## src/rtl/stopwatch_lap_timer.sv

```systemverilog
// Stopwatch with prescaled second tick, up/down counting, preload/expiry and a lap FIFO.
// Optional feature macro LAP_SPLIT_EN: lap entries hold the split since the previous capture.
module stopwatch_lap_timer #(
    parameter int CLK_DIV   = 100,
    parameter int MIN_WIDTH = 8,
    parameter int LAP_DEPTH = 4
) (
    input  logic                       clk,
    input  logic                       rst,
    input  logic                       start,
    input  logic                       stop,
    input  logic                       clear,
    input  logic                       mode_down,
    input  logic                       load,
    input  logic [MIN_WIDTH-1:0]       load_min,
    input  logic [5:0]                 load_sec,
    input  logic                       lap,
    input  logic                       lap_rd,
    output logic [MIN_WIDTH-1:0]       minutes,
    output logic [5:0]                 seconds,
    output logic [1:0]                 status,
    output logic                       expired,
    output logic                       lap_valid,
    output logic [MIN_WIDTH-1:0]       lap_min,
    output logic [5:0]                 lap_sec,
    output logic [$clog2(LAP_DEPTH):0] lap_count,
    output logic                       lap_overflow
);
    localparam int AW = $clog2(LAP_DEPTH);
    localparam int CW = AW + 1;
    localparam int PW = $clog2(CLK_DIV);
    localparam int TW = MIN_WIDTH + 6;

    localparam logic [PW-1:0]        PRE_LAST  = PW'(CLK_DIV - 1);
    localparam logic [PW-1:0]        PRE_ZERO  = PW'(1'b0);
    localparam logic [PW-1:0]        PRE_ONE   = PW'(1'b1);
    localparam logic [MIN_WIDTH-1:0] MIN_ZERO  = MIN_WIDTH'(1'b0);
    localparam logic [MIN_WIDTH-1:0] MIN_ONE   = MIN_WIDTH'(1'b1);
    localparam logic [CW-1:0]        CNT_ZERO  = CW'(1'b0);
    localparam logic [CW-1:0]        CNT_ONE   = CW'(1'b1);
    localparam logic [CW-1:0]        CNT_FULL  = CW'(LAP_DEPTH);
    localparam logic [AW-1:0]        PTR_ZERO  = AW'(1'b0);
    localparam logic [AW-1:0]        PTR_ONE   = AW'(1'b1);

    typedef enum logic [1:0] {
        ST_IDLE    = 2'b00,
        ST_RUN     = 2'b01,
        ST_PAUSE   = 2'b10,
        ST_EXPIRED = 2'b11
    } state_t;

    state_t               state_r;
    logic                 mode_down_r;
    logic [PW-1:0]        presc_r;
    logic [TW-1:0]        fifo_mem_r [LAP_DEPTH];
    logic [AW-1:0]        wr_ptr_r;
    logic [AW-1:0]        rd_ptr_r;

    logic                 tick_s;
    logic                 load_ok_s;
    logic                 at_zero_s;
    logic                 go_run_s;
    logic                 down_hits_zero_s;
    logic [5:0]           load_sec_s;
    logic [MIN_WIDTH-1:0] up_min_s;
    logic [5:0]           up_sec_s;
    logic [MIN_WIDTH-1:0] dn_min_s;
    logic [5:0]           dn_sec_s;
    logic                 lap_ok_s;
    logic                 full_s;
    logic                 pop_s;
    logic                 push_s;
    logic                 drop_s;
    logic [CW-1:0]        count_nxt_s;
    logic [TW-1:0]        cur_s;
    logic [TW-1:0]        cap_s;
    logic [TW-1:0]        head_s;

    assign status = state_r;

`ifdef LAP_SPLIT_EN
    logic [TW-1:0] prev_r;

    // mm:ss subtraction a - b with borrow from minutes; minutes wrap modulo 2^MIN_WIDTH.
    function automatic logic [TW-1:0] time_sub(input logic [TW-1:0] a, input logic [TW-1:0] b);
        logic [MIN_WIDTH-1:0] m;
        logic [5:0]           s;
        if (a[5:0] >= b[5:0]) begin
            s = a[5:0] - b[5:0];
            m = a[TW-1:6] - b[TW-1:6];
        end else begin
            s = a[5:0] + 6'd60 - b[5:0];
            m = a[TW-1:6] - b[TW-1:6] - MIN_ONE;
        end
        return {m, s};
    endfunction
`endif

    // Control decode, next-time candidates and FIFO handshake.
    always_comb begin
        cur_s            = {minutes, seconds};
        tick_s           = (state_r == ST_RUN) && (presc_r == PRE_LAST);
        load_ok_s        = load && ((state_r == ST_IDLE) || (state_r == ST_PAUSE));
        at_zero_s        = (minutes == MIN_ZERO) && (seconds == 6'd0);
        go_run_s         = (state_r == ST_IDLE) && !load_ok_s && !stop && start
                           && !(mode_down && at_zero_s);
        load_sec_s       = (load_sec > 6'd59) ? 6'd59 : load_sec;
        down_hits_zero_s = (minutes == MIN_ZERO) && (seconds == 6'd1);
        if (seconds == 6'd59) begin
            up_sec_s = 6'd0;
            up_min_s = minutes + MIN_ONE;
        end else begin
            up_sec_s = seconds + 6'd1;
            up_min_s = minutes;
        end
        if (seconds == 6'd0) begin
            dn_sec_s = 6'd59;
            dn_min_s = minutes - MIN_ONE;
        end else begin
            dn_sec_s = seconds - 6'd1;
            dn_min_s = minutes;
        end
        lap_ok_s = lap && ((state_r == ST_RUN) || (state_r == ST_PAUSE));
        full_s   = (lap_count == CNT_FULL);
        pop_s    = lap_rd && lap_valid;
        push_s   = lap_ok_s && (!full_s || pop_s);
        drop_s   = lap_ok_s && full_s && !pop_s;
        case ({push_s, pop_s})
            2'b10:   count_nxt_s = lap_count + CNT_ONE;
            2'b01:   count_nxt_s = lap_count - CNT_ONE;
            default: count_nxt_s = lap_count;
        endcase
`ifdef LAP_SPLIT_EN
        cap_s = mode_down_r ? time_sub(prev_r, cur_s) : time_sub(cur_s, prev_r);
`else
        cap_s = cur_s;
`endif
        head_s = fifo_mem_r[rd_ptr_r];
        if (lap_valid) begin
            lap_min = head_s[TW-1:6];
            lap_sec = head_s[5:0];
        end else begin
            lap_min = MIN_ZERO;
            lap_sec = 6'd0;
        end
    end

    // Run-state machine, prescaler and displayed time.
    always_ff @(posedge clk) begin
        if (rst) begin
            state_r     <= ST_IDLE;
            mode_down_r <= 1'b0;
            presc_r     <= PRE_ZERO;
            minutes     <= MIN_ZERO;
            seconds     <= 6'd0;
            expired     <= 1'b0;
        end else if (clear) begin
            state_r <= ST_IDLE;
            presc_r <= PRE_ZERO;
            minutes <= MIN_ZERO;
            seconds <= 6'd0;
            expired <= 1'b0;
        end else begin
            expired <= 1'b0;
            case (state_r)
                ST_IDLE: begin
                    if (load_ok_s) begin
                        minutes <= load_min;
                        seconds <= load_sec_s;
                    end else if (go_run_s) begin
                        state_r     <= ST_RUN;
                        mode_down_r <= mode_down;
                    end
                end
                ST_RUN: begin
                    presc_r <= tick_s ? PRE_ZERO : presc_r + PRE_ONE;
                    if (tick_s) begin
                        minutes <= mode_down_r ? dn_min_s : up_min_s;
                        seconds <= mode_down_r ? dn_sec_s : up_sec_s;
                    end
                    // Expiry outranks a simultaneous stop so the 00:00 state is never paused.
                    if (tick_s && mode_down_r && down_hits_zero_s) begin
                        state_r <= ST_EXPIRED;
                        expired <= 1'b1;
                    end else if (stop) begin
                        state_r <= ST_PAUSE;
                    end
                end
                ST_PAUSE: begin
                    if (load_ok_s) begin
                        minutes <= load_min;
                        seconds <= load_sec_s;
                    end else if (start && !stop) begin
                        state_r <= ST_RUN;
                    end
                end
                ST_EXPIRED: state_r <= ST_EXPIRED;
                default:    state_r <= ST_IDLE;
            endcase
        end
    end

    // Lap FIFO pointers, occupancy and sticky overflow.
    always_ff @(posedge clk) begin
        if (rst || clear) begin
            wr_ptr_r     <= PTR_ZERO;
            rd_ptr_r     <= PTR_ZERO;
            lap_count    <= CNT_ZERO;
            lap_valid    <= 1'b0;
            lap_overflow <= 1'b0;
        end else begin
            if (push_s) begin
                wr_ptr_r <= wr_ptr_r + PTR_ONE;
            end
            if (pop_s) begin
                rd_ptr_r <= rd_ptr_r + PTR_ONE;
            end
            lap_count <= count_nxt_s;
            lap_valid <= (count_nxt_s != CNT_ZERO);
            if (drop_s) begin
                lap_overflow <= 1'b1;
            end
        end
    end

    // Lap storage holds data only; validity comes from the pointers.
    always_ff @(posedge clk) begin
        if (push_s && !rst && !clear) begin
            fifo_mem_r[wr_ptr_r] <= cap_s;
        end
    end

`ifdef LAP_SPLIT_EN
    // Reference point for split deltas; dropped captures still advance it.
    always_ff @(posedge clk) begin
        if (rst || clear) begin
            prev_r <= {TW{1'b0}};
        end else if (go_run_s) begin
            prev_r <= mode_down ? cur_s : {TW{1'b0}};
        end else if (lap_ok_s) begin
            prev_r <= cur_s;
        end
    end
`endif

endmodule

```

## config.mk

```make
export PLATFORM = sky130hd
export DESIGN_NAME = stopwatch_lap_timer
export DESIGN_NICKNAME = d
export VERILOG_FILES = /design/src/rtl/stopwatch_lap_timer.sv
export SDC_FILE = /design/constraint.sdc
export NUM_CORES = 1
export LEC_CHECK = 0
export BUFFER_PORTS_ARGS = -buffer_cell sky130_fd_sc_hd__buf_2
export CORE_MARGIN = 1.5
export CORE_UTILIZATION = 40
export DETAILED_ROUTE_END_ITERATION = 8
export PLACE_DENSITY = 0.59
export SYNTH_ARGS = -nofsm -noshare
export SYNTH_HDL_FRONTEND = slang
export SYNTH_SLANG_ARGS = --single-unit
```

## constraint.sdc

```tcl
create_clock -name clk -period 2.4 [get_ports clk]
set_input_delay 0.36 -clock clk [delete_from_list [all_inputs] [get_ports clk]]
set_output_delay 0.36 -clock clk [all_outputs]
set_load 0.05 [all_outputs]
```

==> run_results.csv, run 1 <==
group,metric,value,unit
global_route,grt_pass1_vias,3130,
setup_path,slowest_delay,0.55,ns
setup_path,cpLargestDelayFamily,"multiplexers",
min_path,min_path_cells,2,
setup_path,critPathBufInv,2,
setup_path,cp.arrival,1.87,ns
route,detail_route.wl_per_cell,16.6,um
synthesis,yosys.area_share.xor_xnor,3.67,%
die,die_w,109,um
synthesis,muxShareOfSynthArea,6.95,%
synthesis,ys_warn_count,0,
synthesis,syn_inst,380,
setup_path,reg2reg_from,"status[0]$_SDFFE_PP0P_",
power,peakVddDrop,0.000390,V
synthesis,yosys.area_share.simple,12.7,%
place,gp_congestion,0.796,
synthesis,yosysSeqAreaShare,53.0,%
clock_tree,root_buffer,"clkbuf_16",
synthesis,synth.net_count,424,
layout,final_area,5350,um2
setup_path,cp_max_fo,14,
min_path,hold_path_end,"mode_down_r$_SDFFE_PP0P_",
sta,setup-violations-final,0,
clock_tree,cts_sinks,92,
route,totalWireLength,9.91,mm
sta,relSlewSlack,55.3,%
setup_path,reg2reg_slack,0.19,ns
flow_run,drv_cap,0,
clock_tree,cts_tree,"yes",
die,dieArea,12000,um2
synthesis,synth_cell_type_count,58,
die,num_rows,38,
synthesis,synth_edf_count,56,
synthesis,synth_flop_cell,"edfxtp_1",
layout,nets,496,
global_route,grt_max_degree,20,
setup_path,cp_num_cells,4,
power,p_leak,0.00205,uW
setup_path,rr_endpoint,"lap_valid$_SDFF_PP0_",
die,core_area,10900,um2
sta,whs,0.199,ns
layout,antenna_cells,0,
run_status,status,"complete, no violations",
synthesis,synthesis.area,4540,um2
layout,area_growth,17.8,%
clock_tree,clock_path_buffers,2,
sta,rsz0062_at_grt,"false",
die,die_h,109,um
clock_tree,htreeDepth,3,
global_route,grt_overflow_total,0,
synthesis,async_reset_ff_share,0,%
place,io_buffers,58,
route,drtPass1Iterations,4,
layout,layout_commonest_cell,"buf_2",
synthesis,synth_top_family_by_area,"compound AO/OA/AOI/OAI gates",
clock_tree,clk_latency,0.34,ns
die,io_pins,59,
sta,finalHoldViolCount,0,
route,dr.first_iter.drc_count,169,
synthesis,synth_seq_cells,92,
place,place_area,5050,um2
setup_path,path_cells,"buf_4 > mux4_2 > and2_1 > buf_2",
synthesis,synth.avg_cell_area,11.9,um2
route,final_antenna_net_count,0,
power,p_total,3560,uW
place,hpwl,7.04,mm
global_route,antenna_found_initial,0,
layout,final_cell_mix,"buf_2, edfxtp_1, dfxtp_1",
sta,period_needed,2.23,ns
sta,worst_pin_slew,0.663,ns
route,vias,3201,
route,viasPerCell,5.36,
die,start_util,41.5,%
setup_path,worst_setup_path_start_kind,"flop",
min_path,min_from,"rst",
sta,slew_viol_final,0,
sta,fin_worst_skew,0.00630,ns
global_route,grt_usage,17.8,%
power,powerDensity,666,nW/um2
setup_path,end_kind,"output pin",
layout,final_cell_count_no_fill,597,
sta,post-route-period-util,92.8,%
sta,max_freq,449,MHz
min_path,hp-class,"in -> reg",
global_route,grt_pass1_wl,15.8,mm
clock_tree,cts-buffers-inserted,9,
clock_tree,path_clk_slew,0.07,ns
setup_path,path_class,"reg -> out",
synthesis,yosys.area_share.adder,6.12,%
setup_path,rr_worst_depth,9,
synthesis,synth_compound_area_share,13.7,%
layout,drive_gt1_share,28.4,%
setup_path,critical_path_required,2.04,ns
place,dp.cells,581,
setup_path,crit_path_top_delay_cell,"mux4_2",
route,remaining_drc_errors,0,
[worst register-to-register path, cell delays in order (launching register included)]
cell     delay, ns
dfxtp_2       0.35
inv_1         0.08
ha_1          0.35
a21oi_2       0.17
inv_1         0.07
fa_1          0.39
a21oi_1       0.13
a22oi_1       0.09
xnor2_1       0.17
o31a_1        0.29
[cell type report]
type / instances / area [um2]
Fill cell: 1011 / 5590
Multi-Input combinational cell: 252 / 1960
Clock inverter: 7 / 61.3
Tap cell: 140 / 175
Timing Repair Buffer: 79 / 448
Sequential cell: 92 / 2410
Inverter: 18 / 67.6
Clock buffer: 9 / 225
[synthesized netlist by cell type, drive strengths merged (3+ instances only)]
master | instances | area share, %
edfxtp | 56 | 37
buf | 7 | 1.3
o21ai | 17 | 2.1
a21oi | 22 | 2.4
a211oi | 6 | 0.99
xnor2 | 10 | 1.9
o221ai | 3 | 0.58
nor4 | 5 | 0.83
nand2 | 21 | 1.9
a21o | 3 | 0.50
xor2 | 9 | 1.7
o211ai | 4 | 0.66
nor3 | 5 | 0.66
dfxtp | 36 | 16
clkbuf | 11 | 1.1
nand2b | 3 | 0.41
a221oi | 3 | 0.72
nand4 | 3 | 0.41
inv | 18 | 1.5
a31oi | 8 | 1.5
o31ai | 3 | 0.50
ha | 19 | 5.2
o31a | 3 | 0.61
nor2 | 31 | 2.6
nor3b | 3 | 0.50
nand3 | 12 | 1.3
mux4 | 14 | 7.0
and2 | 15 | 2.1
and3 | 6 | 0.83
[registers in the layout (all words and copies together), names as in the netlist, 2 cells and up, named ones only]
name        cells
rd_ptr_r        2
seconds         6
lap_count       3
presc_r         7
fifo_mem_r     56
minutes         8
wr_ptr_r        2
status          2
[per-layer routing]
metal	wire, um	share of wire (%)	track usage, %
met5	0	0	0
met4	117	1.2	5.94
met3	452	4.6	4.39
met2	4760	48	28.8
met1	4580	46	23.3
[worst max-delay path by stage]
| stage | start | to | slack, ns |
|---|---|---|---|
| 2_1_floorplan | lap_valid$_SDFF_PP0_ | lap_valid$_SDFF_PP0_ | -0.06 |
| 3_3_place_gp | status[0]$_SDFFE_PP0P_ | lap_valid$_SDFF_PP0_ | 0.23 |
| 3_5_place_dp | status[0]$_SDFFE_PP0P_ | lap_valid$_SDFF_PP0_ | 0.17 |
| 4_1_cts | flop | lap_min[0] | 0.12 |
| 5_1_grt | status[0]$_SDFFE_PP0P_ | lap_valid$_SDFF_PP0_ | 0.04 |
| 6_report | flop | lap_min[0] | 0.17 |
[per-stage QoR]
stage          TNS [ns]  setup slack, ns  util, %
6_report              0            0.174     48.9
5_1_grt               0           0.0355     48.9
4_1_cts               0            0.124     48.8
3_5_place_dp          0            0.171     46.2
3_3_place_gp          0            0.226     46.2
2_1_floorplan   -0.0577          -0.0577        -
[what timing repair did]
item,in CTS,in global routing
setup buffers,0,0
setup endpoints to repair,0,1
resized for setup,0,1
hold buffers,0,0
[power breakdown]
part	total (uW)	internal (uW)	switching [uW]
registers	1740	1700	38.3
logic	478	157	321
clock network	1340	719	620
[cell families (layout without fill, tap and decap cells)]
group           after synthesis  after routing
fa+ha+maj                    21             21
mux                          14             14
compound gates               86             86
buf+inv                      36            113
xor+xnor                     19             19
flops                        92             92
simple gates                112            112
Note: power is estimated with default switching activity, not from simulation.
==> run 2: changes to the inputs <==
--- a/config.mk
+++ b/config.mk
@@ -5,7 +5,7 @@
 export SDC_FILE = /design/constraint.sdc
 export NUM_CORES = 1
 export LEC_CHECK = 0
-export BUFFER_PORTS_ARGS = -buffer_cell sky130_fd_sc_hd__buf_2
+export BUFFER_PORTS_ARGS = -buffer_cell sky130_fd_sc_hd__clkbuf_2
 export CORE_MARGIN = 1.5
 export CORE_UTILIZATION = 40
 export DETAILED_ROUTE_END_ITERATION = 8
==> run 2 against run 1 <==
  * Via count increased by 0.56%
  * Core utilization increased by 0.24 points
  * Design area increased by 0.49%
  * Flip-flop and latch count unchanged
  * Clock power increased by 5%
  * Final cell count unchanged
  * Register-to-register slack about the same
  * Count of clock-buffer cells in the layout increased by 1
  * Die area unchanged
  * Global-route usage about the same
  * Setup slack got worse by 0.0065 ns
  * Critical path type unchanged
  * Critical endpoint is now lap_min[3]
==> run_results.csv, run 2 (synthesis gave the netlist of run 1 again) <==
group,metric,value,unit
die,core_area,10900,um2
clock_tree,cts_tree,"yes",
place,hpwl,7.00,mm
setup_path,cp.arrival,1.87,ns
power,peakVddDrop,0.000360,V
layout,final_cell_mix,"clkbuf_2, edfxtp_1, dfxtp_1",
die,io_pins,59,
sta,worst_pin_slew,0.675,ns
sta,slew_viol_final,0,
global_route,grt_overflow_total,0,
setup_path,path_class,"reg -> out",
sta,finalHoldViolCount,0,
die,num_rows,38,
sta,post-route-period-util,93.0,%
route,remaining_drc_errors,0,
sta,relSlewSlack,54.5,%
sta,rsz0062_at_grt,"false",
run_status,status,"complete, no violations",
route,totalWireLength,9.84,mm
clock_tree,cts_sinks,92,
sta,fin_worst_skew,0.0133,ns
power,p_leak,0.00203,uW
place,io_buffers,58,
route,final_antenna_net_count,0,
die,die_w,109,um
place,dp_slack,0.124,ns
clock_tree,path_clk_slew,0.07,ns
route,drtPass1Iterations,4,
flow_run,drv_cap,0,
route,dr.first_iter.drc_count,231,
clock_tree,cts-buffers-inserted,9,
sta,whs,0.205,ns
clock_tree,clk_latency,0.34,ns
setup_path,rr_worst_depth,9,
global_route,grt_usage,17.8,%
place,gp_congestion,0.799,
global_route,grt_pass1_vias,3095,
setup_path,cp_max_fo,14,
clock_tree,clock_path_buffers,2,
layout,antenna_cells,0,
layout,layout_commonest_cell,"clkbuf_2",
layout,final_cell_count_no_fill,597,
die,die_h,109,um
setup_path,rr_endpoint,"lap_valid$_SDFF_PP0_",
global_route,antenna_found_initial,0,
layout,drive_gt1_share,28.4,%
sta,layout_setup_ws,0.167,ns
route,detail_route.wl_per_cell,16.5,um
layout,largest_reg_flops,56,
die,start_util,41.5,%
setup_path,worst_setup_path_start_kind,"flop",
min_path,hp-class,"in -> reg",
power,powerDensity,677,nW/um2
die,dieArea,12000,um2
setup_path,critical_path_required,2.04,ns
place,dp.cells,581,
layout,area_growth,18.4,%
sta,setup-violations-final,0,
clock_tree,htreeDepth,3,
layout,reg_top3,"fifo_mem_r (56), minutes (8), presc_r (7)",
sta,period_needed,2.23,ns
route,vias,3219,
global_route,grt_max_degree,20,
clock_tree,root_buffer,"clkbuf_16",
layout,nets,496,
layout,regMostFlops,"fifo_mem_r",
sta,max_freq,448,MHz
setup_path,end_kind,"output pin",
global_route,grt_pass1_wl,15.9,mm
setup_path,reg2reg_from,"status[0]$_SDFFE_PP0P_",
route,viasPerCell,5.39,
setup_path,endpoint,"lap_min[3]",
setup_path,reg2reg_slack,0.20,ns
[run 2: changes by cell type in the layout (fill, tap and decap cells not counted)]
cell and change:
inv_8 -2, clkinv_4 -2, clkinvlp_4 +1, inv_6 +2
bufinv_16 +1, clkinv_2 -1, clkbuf_1 +1, buf_2 -58
ha_1 -1, ha_4 +1, clkbuf_2 +58
[run 2: how the worst min path moves through the flow]
stage                                        from                        to  slack (ns)  cells past startpoint
after CTS                                     rst  mode_down_r$_SDFFE_PP0P_        0.19                      2
after floorplan                               rst  mode_down_r$_SDFFE_PP0P_        0.44                      1
final                                         rst  mode_down_r$_SDFFE_PP0P_        0.20                      2
after global placement    presc_r[1]$_SDFFE_PP0N_   presc_r[1]$_SDFFE_PP0N_        0.47                      2
after global routing                          rst  mode_down_r$_SDFFE_PP0P_        0.21                      2
after detailed placement  presc_r[1]$_SDFFE_PP0N_   presc_r[1]$_SDFFE_PP0N_        0.48                      2
[run 2: timing repair]
item,CTS,global route
buffers inserted,0,0
endpoints found under the hold margin,0,0
setup endpoints to repair,0,1
gates resized for setup,0,2
hold buffers,0,0
[run 2: metal layers]
metal	track usage, %	up-vias	share of wire, %
li1	-	1566	-
met1	24.4	1581	47
met2	27.8	68	48
met3	4.09	4	4.0
met4	5.75	0	0.70
met5	0	-	0
[run 2: report_power, final]
group	switching, uW	internal [uW]
sequential	39.1	1700
clock	597	817
combinational	323	160
total	959	2680
[run 2: stage by stage]
stage | instance area, um2 | power (uW) | utilization [%] | TNS, ns
after CTS | 5360 | 3670 | 49.0 | 0
after global placement | 5050 | 2240 | 46.2 | 0
after floorplan | 4540 | 2120 | - | -0.0577
after detailed placement | 5050 | 2250 | 46.2 | 0
after global routing | 5370 | 3790 | 49.1 | 0
final | 5370 | 3640 | 49.1 | 0
[run 2: area by class of cell]
cell class | count | area [um2]
Clock inverter | 6 | 71.3
Fill cell | 1018 | 5560
Sequential cell | 92 | 2410
Clock buffer | 10 | 229
Tap cell | 140 | 175
Timing Repair Buffer | 79 | 448
Inverter | 18 | 67.6
Multi-Input combinational cell | 252 | 1970
[run 2: worst max-delay path, cell delays in order, from the launching register on]
cell	delay [ns]
dfxtp_1	0.31
buf_4	0.28
mux4_2	0.55
and2_1	0.17
clkbuf_2	0.23
